**config.mk**
```make
export PLATFORM = sky130hd
export DESIGN_NAME = neuron_accumulator
export DESIGN_NICKNAME = d
export VERILOG_FILES = /design/src/rtl/neuron_accumulator.sv
export SDC_FILE = /design/constraint.sdc
export NUM_CORES = 1
export LEC_CHECK = 0
export CAP_MARGIN = 20
export CORE_ASPECT_RATIO = 0.8
export CORE_MARGIN = 4
export CORE_UTILIZATION = 59
export CTS_CLUSTER_DIAMETER = 50
export DETAILED_ROUTE_END_ITERATION = 7
export GPL_TIMING_DRIVEN = 0
export PLACE_DENSITY = 0.95
export SYNTH_ARGS = -nofsm -noshare
export SYNTH_HDL_FRONTEND = slang
export SYNTH_SLANG_ARGS = --single-unit
```
**constraint.sdc**
```tcl
create_clock -name clk -period 5.2 [get_ports clk]
set_input_delay 0.52 -clock clk [delete_from_list [all_inputs] [get_ports clk]]
set_output_delay 0.52 -clock clk [all_outputs]
set_load 0.01 [all_outputs]
```
**src/rtl/neuron_accumulator.sv**
```systemverilog
// One neuron evaluation: bias plus N_INPUTS signed products, then ReLU,
// arithmetic right shift and saturation to an unsigned 10-bit activation.
module neuron_accumulator #(
  parameter int N_INPUTS = 16,
  parameter int ACC_W    = 26,
  parameter int SHIFT    = 9
) (
  input  logic        clk,
  input  logic        rst,
  input  logic        start,
  input  logic [19:0] bias,
  input  logic        prod_valid,
  input  logic [19:0] prod,
  output logic        prod_ready,
  output logic        out_valid,
  input  logic        out_ready,
  output logic [9:0]  out_val,
  output logic        out_sat,
  output logic        busy,
  output logic [1:0]  state_dbg
);

  localparam int CNT_W = $clog2(N_INPUTS + 1);
  localparam logic [CNT_W-1:0] LAST_CNT = CNT_W'(N_INPUTS - 1);
  localparam logic signed [ACC_W-1:0] MAX_Q = ACC_W'(1023);

  typedef enum logic [1:0] {IDLE, ACCUM, ACTIVATE, DONE} state_t;

  state_t                   state, state_nxt;
  logic signed [ACC_W-1:0]  acc;
  logic [CNT_W-1:0]         count;
  logic signed [ACC_W-1:0]  bias_ext, prod_ext, shifted;
  logic                     acc_neg, act_sat;
  logic [9:0]               act_val;

  assign state_dbg = state;

  // Handshakes: a word moves on any rising edge where valid & ready are both
  // high; a valid producer holds its data stable until that edge.
  always_ff @(posedge clk) begin
    if (rst) state <= IDLE;
    else     state <= state_nxt;
  end

  always_comb begin
    state_nxt  = state;
    prod_ready = (state == ACCUM);
    busy       = (state != IDLE);
    unique case (state)
      IDLE:     if (start) state_nxt = ACCUM;
      ACCUM:    if (prod_valid && count == LAST_CNT) state_nxt = ACTIVATE;
      ACTIVATE: state_nxt = DONE;
      DONE:     if (out_ready) state_nxt = IDLE;
      default:  state_nxt = IDLE;
    endcase
  end

  assign bias_ext = {{(ACC_W-20){bias[19]}}, bias};
  assign prod_ext = {{(ACC_W-20){prod[19]}}, prod};

  // ReLU first, so the shift only ever sees a non-negative accumulator.
  assign acc_neg = acc[ACC_W-1];
  assign shifted = acc >>> SHIFT;
  assign act_sat = !acc_neg && (shifted > MAX_Q);
  assign act_val = acc_neg ? 10'd0 : (act_sat ? 10'd1023 : shifted[9:0]);

  always_ff @(posedge clk) begin
    if (rst) begin
      acc       <= '0;
      count     <= '0;
      out_valid <= 1'b0;
      out_val   <= '0;
      out_sat   <= 1'b0;
    end else begin
      unique case (state)
        IDLE: begin
          if (start) begin
            acc   <= bias_ext;
            count <= '0;
          end
        end
        ACCUM: begin
          if (prod_valid) begin
            acc   <= acc + prod_ext;
            count <= count + CNT_W'(1);
          end
        end
        ACTIVATE: begin
          out_val   <= act_val;
          out_sat   <= act_sat;
          out_valid <= 1'b1;
        end
        DONE: begin
          if (out_ready) out_valid <= 1'b0;
        end
        default: ;
      endcase
    end
  end

endmodule

```
==> results by group <==
Outcome
  • Status: finished clean

Placement
  • Port bufs: 59
  • RD Place Congestion: 0.9667
  • DPL Wire Length: 9.731 mm

Cells and area
  • Fill count: 470
  • Number of diodes: 0
  • Final nets: 625
  • Multi-input logic area: 0.002628 mm^2
  • Storage cell area: 900.9 um^2
  • Share of cells above drive strength 1: 5.484%
  • Area growth syn-to-layout: 21.01%

Power
  • Switching share of power: 52.26%
  • Maximum vdd drop: 0.3924 mV
  • Combinational Power Share: 69.7%
  • Power Total: 2.779 mW
  • NetSw: 1.452 mW
  • Pwr dens: 621.0 mW/mm^2
  • Flop pwr share: 21.8%
  • Clock network fraction of total power: 8.5%
  • Leak Pwr: 1.793 nW
  • Internal power: 1.327 mW

Global routing
  • Vias in the first global route: 4073
  • Initial antenna violation count: 0
  • Pin count of the biggest net entering global routing: 15
  • First-pass GRT wire length: 20.02 mm
  • Overflow after GRT: 0
  • GRT Util Overall: 33.91%

Synth
  • Top-count cell post-synth: nor2_1
  • Synth cell count leaders: nor2_1 (74), dfxtp_1 (45), a21oi_1 (37), nand2_1 (36), ha_1 (32)
  • Post-synth top area share: 24.36%
  • Post-Syn Area per Cell: 7.689 um^2
  • Leading area contributor after synthesis: dfxtp_1
  • Fraction of registers with async set/reset: 0%
  • Post-synthesis register bit count: 45
  • Yosys warns: 0
  • Syn Inst Count: 481
  • Area contributors post-synth: dfxtp_1 (24%), ha_1 (11%), nor2_1 (7.5%), mux2i_1 (5.4%), a21oi_1 (5.0%)
  • Synthesized cell area: 0.003699 mm^2
  • Synth Flop Type: dfxtp_1
  • Post-synth EDFFs: 0
  • Cell variety after synth: 65
  • Sequential fraction of the synthesis area: 24.36%
  • Post-Syn Nets: 559

Critical path
  • Worst Setup End Kind: register
  • Crit-path slowest cell: nor3_1
  • Kind of critical path: reg2reg
  • Top Family by Delay on Critical Path: simple AND/OR/NAND/NOR gates
  • CP arrival: 3.15 ns
  • CP Data Required Time: 5.43 ns
  • Worst-path maximum fanout: 9
  • CP startpoint kind: register
  • CP Buf/Inv Count: 2
  • Crit-path max cell delay: 0.63 ns
  • Critical-path cell list: inv_1, ha_1, mux2i_1, a21o_1, buf_2, nor2_1, nor3_1, o22ai_1, a211oi_1

Job
  • Max cap viols: 0

Routing
  • Starting DRT DRC Count: 490
  • Routed vias/inst: 6.635
  • Met3 WL: 1.487 mm
  • 1st-pass router iterations: 5
  • Top layer in use: met4
  • Wire per inst: 20.02 um
  • Vias: 4167
  • DRT Wirelength: 12.57 mm
  • # DRC: 0
  • Met2 WL: 5.490 mm
  • Wire length on met1: 5.240 mm
  • Number of nets with antenna violations after routing: 0

Floorplan
  • Placeable Area: 0.006006 mm^2
  • Site Rows: 25
  • IO Pins: 61
  • Die Area: 0.007607 mm^2
  • Die height: 78.82 um
  • Initial Utilization: 61.58%
  • Die Wd: 96.52 um

STA
  • Min Clock Period, post-route: 2.924 ns
  • Fmax: 342.0 MHz
  • Rel. slew slack: 49.43%
  • Final hold violation count: 0
  • Final Max Slew Viols: 0
  • Worst Skew: 0.007739 ns
  • Slew @ Worst Pin: 0.7586 ns
  • Setup TNS: 0 ns
  • RSZ-0062 raised after global routing: false
  • Fin crit share: 56.23%
  • Final Setup Violations: 0

Clocking
  • CTS root buf: clkbuf_8
  • Post-cts sizing count: 0
  • H-tree levels: 2
  • Hold_buf cts: 0
  • Clock transition time at the flip-flop clock pins of the worst setup and hold paths: 0.10 ns
  • Worst skew pair latency: 0.31 ns
  • Post-CTS setup repair buffer count: 0
  • CTS max path bufs: 2
  • CTS tree: built
  • Sink Count: 45
  • CTS buffer count: 5

Worst hold path
  • Min-Delay Path Class: reg2reg
[sequential cells by signal (all words and copies together) (netlist names)]
signal / flops
count: 5
out_val: 10
out_valid: 1
acc: 26
state_dbg: 2
out_sat: 1
[per-layer routing]
| metal | track usage (%) | vias up |
|---|---|---|
| li1 | - | 1904 |
| met1 | 45.66 | 1921 |
| met2 | 53.10 | 298 |
| met3 | 8.617 | 44 |
| met4 | 10.36 | 0 |
| met5 | 0 | - |
[tightest hold or removal path, delay by kind of cell, from the launching register on]
family,cells,cell delay [ns]
AO/OA/AOI/OAI,1,0.05
AND/OR/NAND/NOR,1,0.07
flip-flops,1,0.33
[cell usage in the layout (no fill, tap or decap), types with 3 or more instances in the layout]
cell type / instances
inv_1: 14
nand2_1: 36
a21oi_1: 37
xor2_1: 6
buf_2: 4
or3_1: 5
a21boi_0: 3
dfxtp_1: 45
nor4_1: 3
nor3b_1: 5
nand3_1: 15
mux2i_1: 20
a211oi_1: 16
a21o_1: 11
o211ai_1: 4
nand2b_1: 4
o31ai_1: 4
nor2_1: 74
nand4_1: 8
nor2b_1: 3
a211o_1: 4
o21ai_0: 23
a22oi_1: 5
xnor2_1: 6
and3_1: 7
ha_1: 32
clkbuf_8: 5
a311oi_1: 3
clkbuf_1: 19
o21a_1: 5
nor3_1: 12
clkdlybuf4s50_1: 59
a21oi_2: 3
[final timing paths]
kind	from	to	slack (ns)	depth (start not counted)
max	state_dbg[0]	acc[19]	2.28	9
max reg2reg	state_dbg[0]	acc[19]	2.28	9
min reg2reg	out_sat	out_sat	0.48	2
min	out_sat	out_sat	0.48	2
[kinds of logic (layout without fill, tap and decap cells)]
logic type | Yosys count | after routing | share of synthesized area [%]
adder cells (fa/ha/maj) | 33 | 33 | 11.37
AND/OR/NAND/NOR | 187 | 187 | 24.36
AO/OA/AOI/OAI | 143 | 143 | 26.66
XOR/XNOR | 12 | 12 | 2.842
buffers and inverters | 40 | 106 | 4.601
multiplexers | 21 | 21 | 5.819
flip-flops | 45 | 45 | 24.36
[power groups by stage]
stage | clock network [mW] | registers, mW | logic [mW]
2_1_floorplan | 0 | 0.577 | 1.32
3_3_place_gp | 0 | 0.593 | 1.79
3_5_place_dp | 0 | 0.603 | 1.86
4_1_cts | 0.228 | 0.596 | 1.88
5_1_grt | 0.243 | 0.612 | 2.11
6_report | 0.237 | 0.605 | 1.94
[metrics by stage]
step	setup slack, ns	hold slack (ns)	cells	util (%)	area, um^2
after global placement	2.152	0.4459	621	73.10	4390
after global routing	1.973	0.4980	628	74.52	4476
after detailed placement	2.070	0.4657	621	73.10	4390
after floorplan	2.857	0.4356	481	-	3699
after CTS	2.350	0.4790	628	74.52	4476
final	2.276	0.4824	628	74.52	4476
[final cells by class]
cell class              count  share of cell area, %
multi-input cells         396                  58.71
flip-flops and latches     45                  20.13
repair buffers             59                  13.20
plain buffers              25                  2.544
well taps                  81                  2.264
clock buffers               5                  1.538
inverters                  15                  1.258
clock inverters             2                 0.3634
(Power assumes the default switching activity.)
